==> src/rtl/cast_pkg.sv <==
// cast_pkg: op encoding, width helpers and the generic narrowing function for cast_select_pipe
package cast_pkg;
    typedef enum logic [1:0] {
        OP_SEL = 2'd0,
        OP_ADD = 2'd1,
        OP_ACC = 2'd2,
        OP_CLR = 2'd3
    } op_e;

    localparam int MAX_W = 128;

    function automatic int max_w(input int x, input int y);
        return x > y ? x : y;
    endfunction

    function automatic int int_w(input int a_w, input int b_w);
        return max_w(a_w, b_w) + 1;
    endfunction

    // x arrives already extended to MAX_W; returns {ovf, value} with the result in the low res_w bits
    function automatic logic [MAX_W:0] narrow(input logic [MAX_W-1:0] x, input int res_w,
                                              input bit sgn, input bit sat);
        logic [MAX_W-1:0] one, top, hi_b, lo_b, bnd;
        logic ovf;
        one = MAX_W'(1);
        if (sgn) begin
            top = $signed(x) >>> (res_w - 1);
            hi_b = (one << (res_w - 1)) - one;
            lo_b = ~hi_b;
            ovf = top != '0 && top != '1;
        end else begin
            top = x >> res_w;
            hi_b = (one << res_w) - one;
            lo_b = '0;
            ovf = top != '0;
        end
        bnd = sgn && x[MAX_W-1] ? lo_b : hi_b;
        return {ovf, ovf && sat ? bnd : x};
    endfunction
endpackage

==> src/rtl/cast_narrow.sv <==
// cast_narrow: narrow an X_W-bit value to RES_W bits, wrapping or saturating, and flag overflow
module cast_narrow
    import cast_pkg::*;
#(
    parameter int X_W    = 33,
    parameter int RES_W  = 32,
    parameter int SIGNED = 0,
    parameter int SAT    = 0
) (
    input  logic [X_W-1:0]   x,
    output logic [RES_W-1:0] res,
    output logic             ovf
);
    logic [MAX_W-1:0]       x_ext;
    logic [MAX_W-RES_W-1:0] unused_hi;

    always_comb begin
        x_ext = {{(MAX_W-X_W){SIGNED != 0 && x[X_W-1]}}, x};
        {ovf, unused_hi, res} = narrow(x_ext, RES_W, SIGNED != 0, SAT != 0);
    end
endmodule

==> src/rtl/cast_select_pipe.sv <==
// cast_select_pipe: two-stage extend/select/add/accumulate pipe with narrowing and valid/ready flow control
module cast_select_pipe
    import cast_pkg::*;
#(
    parameter int A_W    = 16,
    parameter int B_W    = 32,
    parameter int RES_W  = 32,
    parameter int SIGNED = 0,
    parameter int SAT    = 0
) (
    input  logic             clk,
    input  logic             rst_n,
    input  logic             in_valid,
    output logic             in_ready,
    input  logic [1:0]       in_op,
    input  logic             in_cond,
    input  logic [A_W-1:0]   in_a,
    input  logic [B_W-1:0]   in_b,
    output logic             out_valid,
    input  logic             out_ready,
    output logic [RES_W-1:0] out_res,
    output logic             out_ovf,
    output logic             ovf_sticky
);
    localparam int INT_W = int_w(A_W, B_W);
    // wide enough that acc + v never wraps before narrowing
    localparam int ACC_W = max_w(INT_W, RES_W) + 1;
    localparam bit SGN = SIGNED != 0;

    logic             s1_valid_q, s1_valid_d, s2_valid_q, s2_valid_d;
    op_e              s1_op_q, s1_op_d;
    logic [INT_W-1:0] s1_v_q, s1_v_d, ext_a, ext_b;
    logic [RES_W-1:0] res_q, res_d, acc_q, acc_d, dir_res, acc_res;
    logic             ovf_q, ovf_d, sticky_q, sticky_d, dir_ovf, acc_ovf;
    logic             s1_en, s2_en, s1_load, s2_load;
    logic [ACC_W-1:0] acc_sum;

    always_comb begin
        ext_a = {{(INT_W-A_W){SGN && in_a[A_W-1]}}, in_a};
        ext_b = {{(INT_W-B_W){SGN && in_b[B_W-1]}}, in_b};
        s2_en = !s2_valid_q || out_ready;
        s1_en = !s1_valid_q || s2_en;
        s1_load = s1_en && in_valid;
        s2_load = s2_en && s1_valid_q;
        s1_valid_d = s1_en ? in_valid : s1_valid_q;
        s1_op_d = s1_load ? op_e'(in_op) : s1_op_q;
        s1_v_d = !s1_load ? s1_v_q :
                 op_e'(in_op) == OP_ADD ? ext_a + ext_b :
                 op_e'(in_op) == OP_CLR ? '0 :
                 in_cond ? ext_a : ext_b;
        acc_sum = {{(ACC_W-RES_W){SGN && acc_q[RES_W-1]}}, acc_q}
                + {{(ACC_W-INT_W){SGN && s1_v_q[INT_W-1]}}, s1_v_q};
        s2_valid_d = s2_en ? s1_valid_q : s2_valid_q;
        res_d = !s2_load ? res_q : s1_op_q == OP_ACC ? acc_res : dir_res;
        ovf_d = !s2_load ? ovf_q : s1_op_q == OP_ACC ? acc_ovf : dir_ovf;
        acc_d = s2_load && s1_op_q == OP_ACC ? acc_res :
                s2_load && s1_op_q == OP_CLR ? '0 : acc_q;
        sticky_d = sticky_q || (s2_load && ovf_d);
    end

    cast_narrow #(.X_W(INT_W), .RES_W(RES_W), .SIGNED(SIGNED), .SAT(SAT)) u_dir (
        .x(s1_v_q), .res(dir_res), .ovf(dir_ovf)
    );

    cast_narrow #(.X_W(ACC_W), .RES_W(RES_W), .SIGNED(SIGNED), .SAT(SAT)) u_acc (
        .x(acc_sum), .res(acc_res), .ovf(acc_ovf)
    );

    always_ff @(posedge clk) begin
        if (!rst_n) begin
            s1_valid_q <= 1'b0;
            s2_valid_q <= 1'b0;
            res_q      <= '0;
            ovf_q      <= 1'b0;
            acc_q      <= '0;
            sticky_q   <= 1'b0;
        end else begin
            s1_valid_q <= s1_valid_d;
            s2_valid_q <= s2_valid_d;
            res_q      <= res_d;
            ovf_q      <= ovf_d;
            acc_q      <= acc_d;
            sticky_q   <= sticky_d;
        end
    end

    always_ff @(posedge clk) begin
        s1_op_q <= s1_op_d;
        s1_v_q  <= s1_v_d;
    end

    assign in_ready   = s1_en;
    assign out_valid  = s2_valid_q;
    assign out_res    = res_q;
    assign out_ovf    = ovf_q;
    assign ovf_sticky = sticky_q;
endmodule
==> config.mk <==
export PLATFORM = sky130hd
export DESIGN_NAME = cast_select_pipe
export DESIGN_NICKNAME = d
export VERILOG_FILES = /design/src/rtl/cast_pkg.sv /design/src/rtl/cast_narrow.sv /design/src/rtl/cast_select_pipe.sv
export SDC_FILE = /design/constraint.sdc
export NUM_CORES = 1
export LEC_CHECK = 0
export ABC_AREA = 1
export BUFFER_PORTS_ARGS = -buffer_cell sky130_fd_sc_hd__buf_2
export CORE_MARGIN = 10
export CORE_UTILIZATION = 55
export CTS_BUF_LIST = sky130_fd_sc_hd__clkbuf_8
export CTS_CLUSTER_SIZE = 28
export DETAILED_ROUTE_END_ITERATION = 12
export PLACE_DENSITY = 0.76
export SLEW_MARGIN = 20
export SYNTH_ARGS = -nofsm -noshare
export SYNTH_HDL_FRONTEND = slang
export SYNTH_HIERARCHICAL = 1
export SYNTH_SLANG_ARGS = --single-unit
==> constraint.sdc <==
create_clock -name clk -period 5.6 [get_ports clk]
set_input_delay 1.12 -clock clk [delete_from_list [all_inputs] [get_ports clk]]
set_output_delay 1.12 -clock clk [all_outputs]
set_load 0.1 [all_outputs]
-- After elaboration in Yosys (flattened, before gate mapping)
Cells that the tools add are included.
- add/subtract/negate cells: 2
- $mul: 0
- div/mod/pow operators: 0
- magnitude comparators: 0
- equality and inequality tests: 4
- shift operators: 0
- mux-type cells: 8
- bitwise gates (word level): 0
- reduce and logical (&&, ||, !) cells: 12
- operators by type and width (kind ; count):
    $mux W32 ; 5
    $reduce_bool A128 Y1 ; 1
    $add A32 B33 Y34 ; 1
    $add A16 B32 Y33 ; 1
    $mux W33 ; 1
    $eq A2 B2 Y1 const B ; 3
    $logic_and A1 B1 Y1 ; 5
    $logic_or A1 B1 Y1 ; 3
    $eq A2 B1 Y1 const B ; 1
    $logic_not A1 Y1 ; 2
    $mux W1 ; 2
    $reduce_bool A2 Y1 ; 1
- bits in registers: 103
- latch bits: 0
- bits in writable memories: 0
- ROM bits: 0
- bits of input ports: 55
- output and inout port bits: 36
- word-level logic and storage cells: 34
- memories kept: 0

-- Depth between registers and ports, before layout
Gate-level depths: netlist of run 1.
- depth in word-level cells: 6
- mapped depth: 18

-- Hierarchy
The synthesis of run 1 kept the hierarchy.
- by module, submodules not included (module ; instances ; cells an instance ; area an instance (µm²) ; sequential area each (µm²)):
    cast_select_pipe ; 1 ; 1189 ; 7776.2 ; 2412.3
    cast_narrow at u_acc ; 1 ; 35 ; 251.5 ; 0.0
    cast_narrow at u_dir ; 1 ; 33 ; 247.7 ; 0.0

-- Least setup slack after synthesis of run 1
Ideal clock, no wire load.
- path type: input -> register
- start point: in out_ready
- end point: reg s1_op_q[0] (enable)
- library setup time: 0.390 ns
- arrival time: 2.781 ns
- required time: 5.210 ns
- path slack: 2.430 ns
- cell stages on the path: 4
- buffers on the path: 0
- cell sequence: inv_1 > nand3_1 > nand2_1 > inv_1
- cells in the longest elaborated chain, start to end: 3
- ends and longest elaborated chain (element ; line ; RTL):
    start, declared ; cast_select_pipe.sv:20 ; input logic out_ready,
    $logic_or A1 B1 Y1 ; cast_select_pipe.sv:41 ; s2_en = !s2_valid_q || out_ready;
    $logic_or A1 B1 Y1 ; cast_select_pipe.sv:42 ; s1_en = !s1_valid_q || s2_en;
    net in_ready ; cast_select_pipe.sv:14 ; output logic in_ready,
    $logic_and A1 B1 Y1 ; cast_select_pipe.sv:43 ; s1_load = s1_en && in_valid;
    net s1_load ; cast_select_pipe.sv:35 ; logic s1_en, s2_en, s1_load, s2_load;
    end signal, assigned ; cast_select_pipe.sv:88 ; s1_op_q <= s1_op_d;
    end, declared ; cast_select_pipe.sv:31 ; op_e s1_op_q, s1_op_d;
The timed path passes the listed nets, and every way through them passes these cells.
A chain may end at the register's enable or synchronous reset.

-- Worst setup path after layout of run 1
- start point: in in_op[0]
- end point: reg s1_v_q[11] (data pin)
- cells in the longest elaborated chain, start to end: 3
- elaborated cells on any way between the ends: 4
- those cells by class: eq/ne (2); mux (2)
- ends and longest elaborated chain (element ; line ; RTL):
    start, declared ; cast_select_pipe.sv:15 ; input logic [1:0] in_op,
    $eq A2 B2 Y1 ; cast_select_pipe.sv:49 ; op_e'(in_op) == OP_CLR ? '0 :
    $mux W32 ; cast_select_pipe.sv:49 ;
    $mux W33 * ; cast_select_pipe.sv:48 ; op_e'(in_op) == OP_ADD ? ext_a + ext_b :
    end signal, assigned ; cast_select_pipe.sv:89 ; s1_v_q <= s1_v_d;
    end, declared ; cast_select_pipe.sv:32 ; logic [INT_W-1:0] s1_v_q, s1_v_d, ext_a, ext_b;
Mark *: on every way between the ends. The rest lies on a longest branch, timed or not.

==> qor.yml, run 1 <==
outcome: "finished, final reports clean"
portBuffers: 90
p_sw_frac: 0.364
synthArstFlopShare: 0
synth_edf_count: 35
setup_viol: 0
die-height_um: 143
cp-start-kind: "primary input"
dpl.hpwl_um: 18000
path_class: "in -> reg"
insertion_delay_ns: 0.39
rsz0062_at_grt: "no"
ir_worst_vdd_v: 0.000103
wl_met1_um: 10100
cp.arrival_ns: 3.26
vias: 7854
synth_nets: 1362
cts_made_buffers: 9
stdcell_count: 1455
clkPwrFrac: 0.262
slew_headroom: 0.309
grt_max_degree: 69
grt_pass1_wl_um: 36900
cts_hold_buf: 0
fillers: 1480
fin_hold_ws_ns: 0.457
fin_skew_ns: 0.0145
clock.fmax_mhz: 326
synth_ff_type: "dfxtp_1"
wl_met2_um: 10400
diodes: 0
wl_met3_um: 1300
routabilityCongestion: 1.01
period_share: 0.548
drc: 0
power_frac_comb: 0.274
p_seq_frac: 0.464
cts_tree: "yes"
gr-usage-all-layers: 0.221
crit_path_end_kind: "register"
worstPathMaxFanout: 33
fin_crit_ns: 3.07
first_iter_violations: 419
syn_inst: 1257
routed.top_layer: "met4"
fin_tns_setup_ns: 0
clk_path_buf_depth: 2
ys_warn_count: 6
p_per_area_nw_per_um2: 214
wl_per_cell_um: 15.4
avgSynthCellArea_um2: 6.58
dieWidth_um: 143
cts_resized: 0
clk_pin_slew_ns: 0.10
crit_required_ns: 5.79
hold_path_class: "reg -> reg"
htree_levels: 3
placed_cells: 1439
place_ws_ns: 2.00
fin_nets: 1371
detail-route-antenna-nets: 0
power.internal_mw: 1.17
antenna_found_initial: 0
drt_wl_total_um: 22400
post_cts_buffers: 0
synth_cell_types: 44
maxCapViolations: 0
p_switching_mw: 0.668
tightestPinTransition_ns: 1.03
seq_area_frac_synth: 0.292
syn2layout_area_growth_pct: 3.54
final-hold-violation-count: 0
drv_slew: 0
postLayoutSetupSlackWorst_ns: 2.53
synth-seq-cells: 103
first_global_vias: 7582
vias_per_cell: 5.40
firstDrtPassIters: 7
drive_above_1_share: 0.123
leakagePower_nw: 4.18
die_area_um2: 20400
ioPinCount: 91
overflow: 0
clock_sinks: 103
syn_area_um2: 8280
cts_root_buf: "clkbuf_8"
start_util: 0.565
core_area_um2: 14600
num_rows: 44
## cells by family (layout without fill, tap and decap cells)
logic type	after synthesis	in the layout	share of synthesized area
AO/OA/AOI/OAI	207	207	0.136
XOR/XNOR	26	26	0.0284
adder cells (fa/ha/maj)	50	50	0.0774
buffers and inverters	209	223	0.127
flip-flops	103	103	0.292
AND/OR/NAND/NOR	662	662	0.340
## final cells by class
cell class	instances	area, um^2	area share
flip-flops and latches	103	2410	0.282
clock inverters	7	81.3	0.00949
repair buffers	92	465	0.0543
multi-input cells	945	4820	0.563
well taps	184	230	0.0269
inverters	115	433	0.0505
clock buffers	9	124	0.0145
## critical path, cell delays in order
cell and delay (ns):
buf_2 0.10, inv_1 0.44, nor2_2 0.69, buf_4 0.35, inv_1 0.19, a21oi_1 0.14, o21ai_0 0.09, o21ai_0 0.12
## final timing paths
check / startpoint / endpoint / slack [ns] / depth (start not counted)
setup / recovery: in_op[0] / s1_v_q[11] / 2.53 / 8
hold / removal: ovf_sticky / ovf_sticky / 0.46 / 2
setup reg to reg: s1_v_q[0] / out_ovf / 2.95 / 17
hold reg to reg: ovf_sticky / ovf_sticky / 0.46 / 2
## layout by cell type, fill, tap and decap left out, drive strengths merged, types with 11 or more instances in the layout
master / instances
nand2: 441
inv: 116
nor2: 107
a21oi: 96
buf: 92
nand3: 79
dfxtp: 68
o21ai: 67
ha: 48
edfxtp: 35
a31oi: 26
xor2: 24
nor3: 11
## flip-flops by register name, summed over array words and instances (netlist names)
signal / cells
out_ovf: 1
s1_v_q: 33
s1_valid_q: 1
s1_op_q: 2
acc_q: 32
out_res: 32
ovf_sticky: 1
out_valid: 1
## Yosys cell counts (7+ instances only)
master | count | area share
nor2_1 | 97 | 0.044
nand2_2 | 17 | 0.013
nand3_1 | 76 | 0.046
o21ai_0 | 63 | 0.038
a21oi_1 | 95 | 0.057
nand2_1 | 420 | 0.19
xor2_1 | 23 | 0.024
clkbuf_1 | 18 | 0.0082
a31oi_1 | 26 | 0.020
dfxtp_1 | 68 | 0.16
buf_4 | 68 | 0.062
nor2_2 | 9 | 0.0068
nand4_1 | 9 | 0.0068
inv_1 | 111 | 0.050
buf_2 | 7 | 0.0042
ha_1 | 48 | 0.073
edfxtp_1 | 35 | 0.13
## routing by layer
layer / GRT usage / vias up
li1: - / 4060
met1: 0.288 / 3526
met2: 0.366 / 231
met3: 0.0275 / 37
met4: 0.0814 / 0
met5: 0 / -
## power groups by stage
stage / logic (mW) / clock network [mW] / registers, mW
2_1_floorplan: 0.330 / 0 / 0.964
3_3_place_gp: 0.497 / 0 / 0.868
3_5_place_dp: 0.499 / 0 / 0.867
4_1_cts: 0.500 / 0.492 / 0.851
5_1_grt: 0.553 / 0.521 / 0.856
6_report: 0.502 / 0.481 / 0.851
## metrics by stage
step | power, mW | instance area, um^2 | utilization
6_report | 1.83 | 8570 | 0.585
5_1_grt | 1.93 | 8570 | 0.585
4_1_cts | 1.84 | 8560 | 0.585
3_5_place_dp | 1.37 | 8360 | 0.571
3_3_place_gp | 1.36 | 8350 | 0.570
2_1_floorplan | 1.29 | 8280 | -
(Power assumes the default switching activity.)
==> run 2: changes to the inputs <==
Settings changed: PLACE_DENSITY 0.76 to 0.79.
Clock period 5.6 ns to 2.77 ns, I/O delays scaled along.
==> qor.yml, run 2 (same netlist as run 1, synthesis figures left out) <==
start_util: 0.565
setup_viol: 0
ir_worst_vdd_v: 0.000197
num_rows: 44
cp.arrival_ns: 2.72
crit_path_end_kind: "register"
mostFrequentLayoutCells: "nand2_1, inv_1, nor2_1"
grtUsageMet1: 0.276
maxCapViolations: 0
ioPinCount: 91
syn2layout_area_growth_pct: 4.49
slew_headroom: 0.501
die_area_um2: 20400
cts_made_buffers: 9
antenna_found_initial: 0
multi_input_area_um2: 4830
fin_skew_ns: 0.0185
wl_per_cell_um: 15.5
p_per_area_nw_per_um2: 435
min_to: "s1_op_q[0]"
cts_tree: "yes"
grt.met2_usage: 0.381
register_area_um2: 2410
post_dp_cell_area_um2: 8430
final_core_util: 0.590
drt_wl_total_um: 22800
largest-register: "s1_v_q"
fillers: 1461
path_class: "reg -> reg"
met3_usage: 0.0308
fin_tns_setup_ns: 0
crit_top_cell: "nand2_1"
cpPeakStageDelay_ns: 0.40
vias: 7950
outcome: "finished, final reports clean"
cp-start-kind: "register"
dpl.hpwl_um: 18300
grt_pass1_wl_um: 36700
postLayoutCellArea_um2: 8650
period_share: 0.900
reg2reg_depth: 17
layout_commonest_cell: "nand2_1"
hold_path_class: "in -> reg"
drive_above_1_share: 0.129
portBuffers: 90
dieWidth_um: 143
reg2reg_to: "out_ovf"
drv_slew: 0
worstHoldStart: "in_op[0]"
first_iter_violations: 659
rsz0062_at_grt: "no"
grt_max_degree: 69
timing.rr.start: "s1_v_q[0]"
clock_sinks: 103
detail-route-antenna-nets: 0
tightestPinTransition_ns: 0.748
worst-r2r-setup-slack_ns: 0.28
die-height_um: 143
postLayoutSetupSlackWorst_ns: 0.277
overflow: 0
cts_hold_buf: 0
largest_reg_flops: 33
worstHoldPathCells: 1
cp_slowest_cell: "fa_1"
fin_nets: 1380
final-hold-violation-count: 0
gr-usage-all-layers: 0.220
fin_crit_ns: 2.49
firstDrtPassIters: 5
routabilityCongestion: 1.02
drc: 0
cts_root_buf: "clkbuf_8"
grt.busiest_layer: "met2"
clock.fmax_mhz: 401
insertion_delay_ns: 0.38
clk_path_buf_depth: 2
clk_pin_slew_ns: 0.09
diodes: 0
place_ws_ns: 0.254
crit_chain: "ha_1 -> inv_1 -> fa_1 -> inv_1 -> nand3_1 -> nand2_2 -> nand2_1 -> o211ai_2 -> nand2_1 -> nand2_2 -> nand2_1 -> nand3_1 -> nand2_1 -> inv_1 -> nand2_1 -> o21ai_1 -> a21oi_1"
first_global_vias: 7509
worstPathMaxFanout: 4
leakagePower_nw: 4.22
core_area_um2: 14600
htree_levels: 3
vias_per_cell: 5.43
crit_required_ns: 3.00
-- run 2: through the flow --
step           total power [mW]  hold WS [ns]  std cells
4_1_cts                    3.77         0.393       1464
5_1_grt                    3.94         0.398       1464
6_report                   3.76         0.411       1464
2_1_floorplan              2.62         0.444       1257
3_5_place_dp               2.77         0.459       1448
3_3_place_gp               2.77         0.453       1448
-- run 2: final cells by class --
cell class                 instances  share of cell area
sequential                       103               0.279
multi-input combinational        945               0.558
clock inverter                     6             0.00868
inverter                         115              0.0499
tap                              184              0.0266
clock buffer                      10              0.0159
timing repair buffer             101              0.0616
-- run 2: power by group --
part	total (mW)	internal, mW	switching (mW)
logic	1.03	0.279	0.752
registers	1.72	1.66	0.0653
clock network	1.01	0.457	0.549
total	3.76	2.39	1.37
-- run 2: worst max path at each step --
stage              start    endpoint  slack, ns  depth (start not counted)
2_1_floorplan  out_valid  s1_op_q[0]       0.26                          3
4_1_cts        s1_v_q[0]     out_ovf       0.22                         17
3_5_place_dp   s1_v_q[0]  ovf_sticky       0.25                         17
5_1_grt        s1_v_q[0]  ovf_sticky       0.04                         17
6_report       s1_v_q[0]     out_ovf       0.28                         17
3_3_place_gp   s1_v_q[0]  ovf_sticky       0.27                         17
-- run 2: per-layer routing --
metal,wire [um],vias to the layer above
met5,0,-
met4,532,0
met3,1380,33
met2,10900,257
met1,9930,3576
li1,-,4084
-- run 2: critical path: cells and delay by family (launching register included) --
family	cells	cell delay (ns)
flops	1	0.37
buf+inv	3	0.23
compound gates	3	0.39
simple gates	9	0.78
fa+ha+maj	2	0.60
-- run 2: repair_timing --
action | CTS | global route
endpoints found under the setup margin | 0 | 2
resized for setup | 0 | 1
setup buffers | 0 | 0
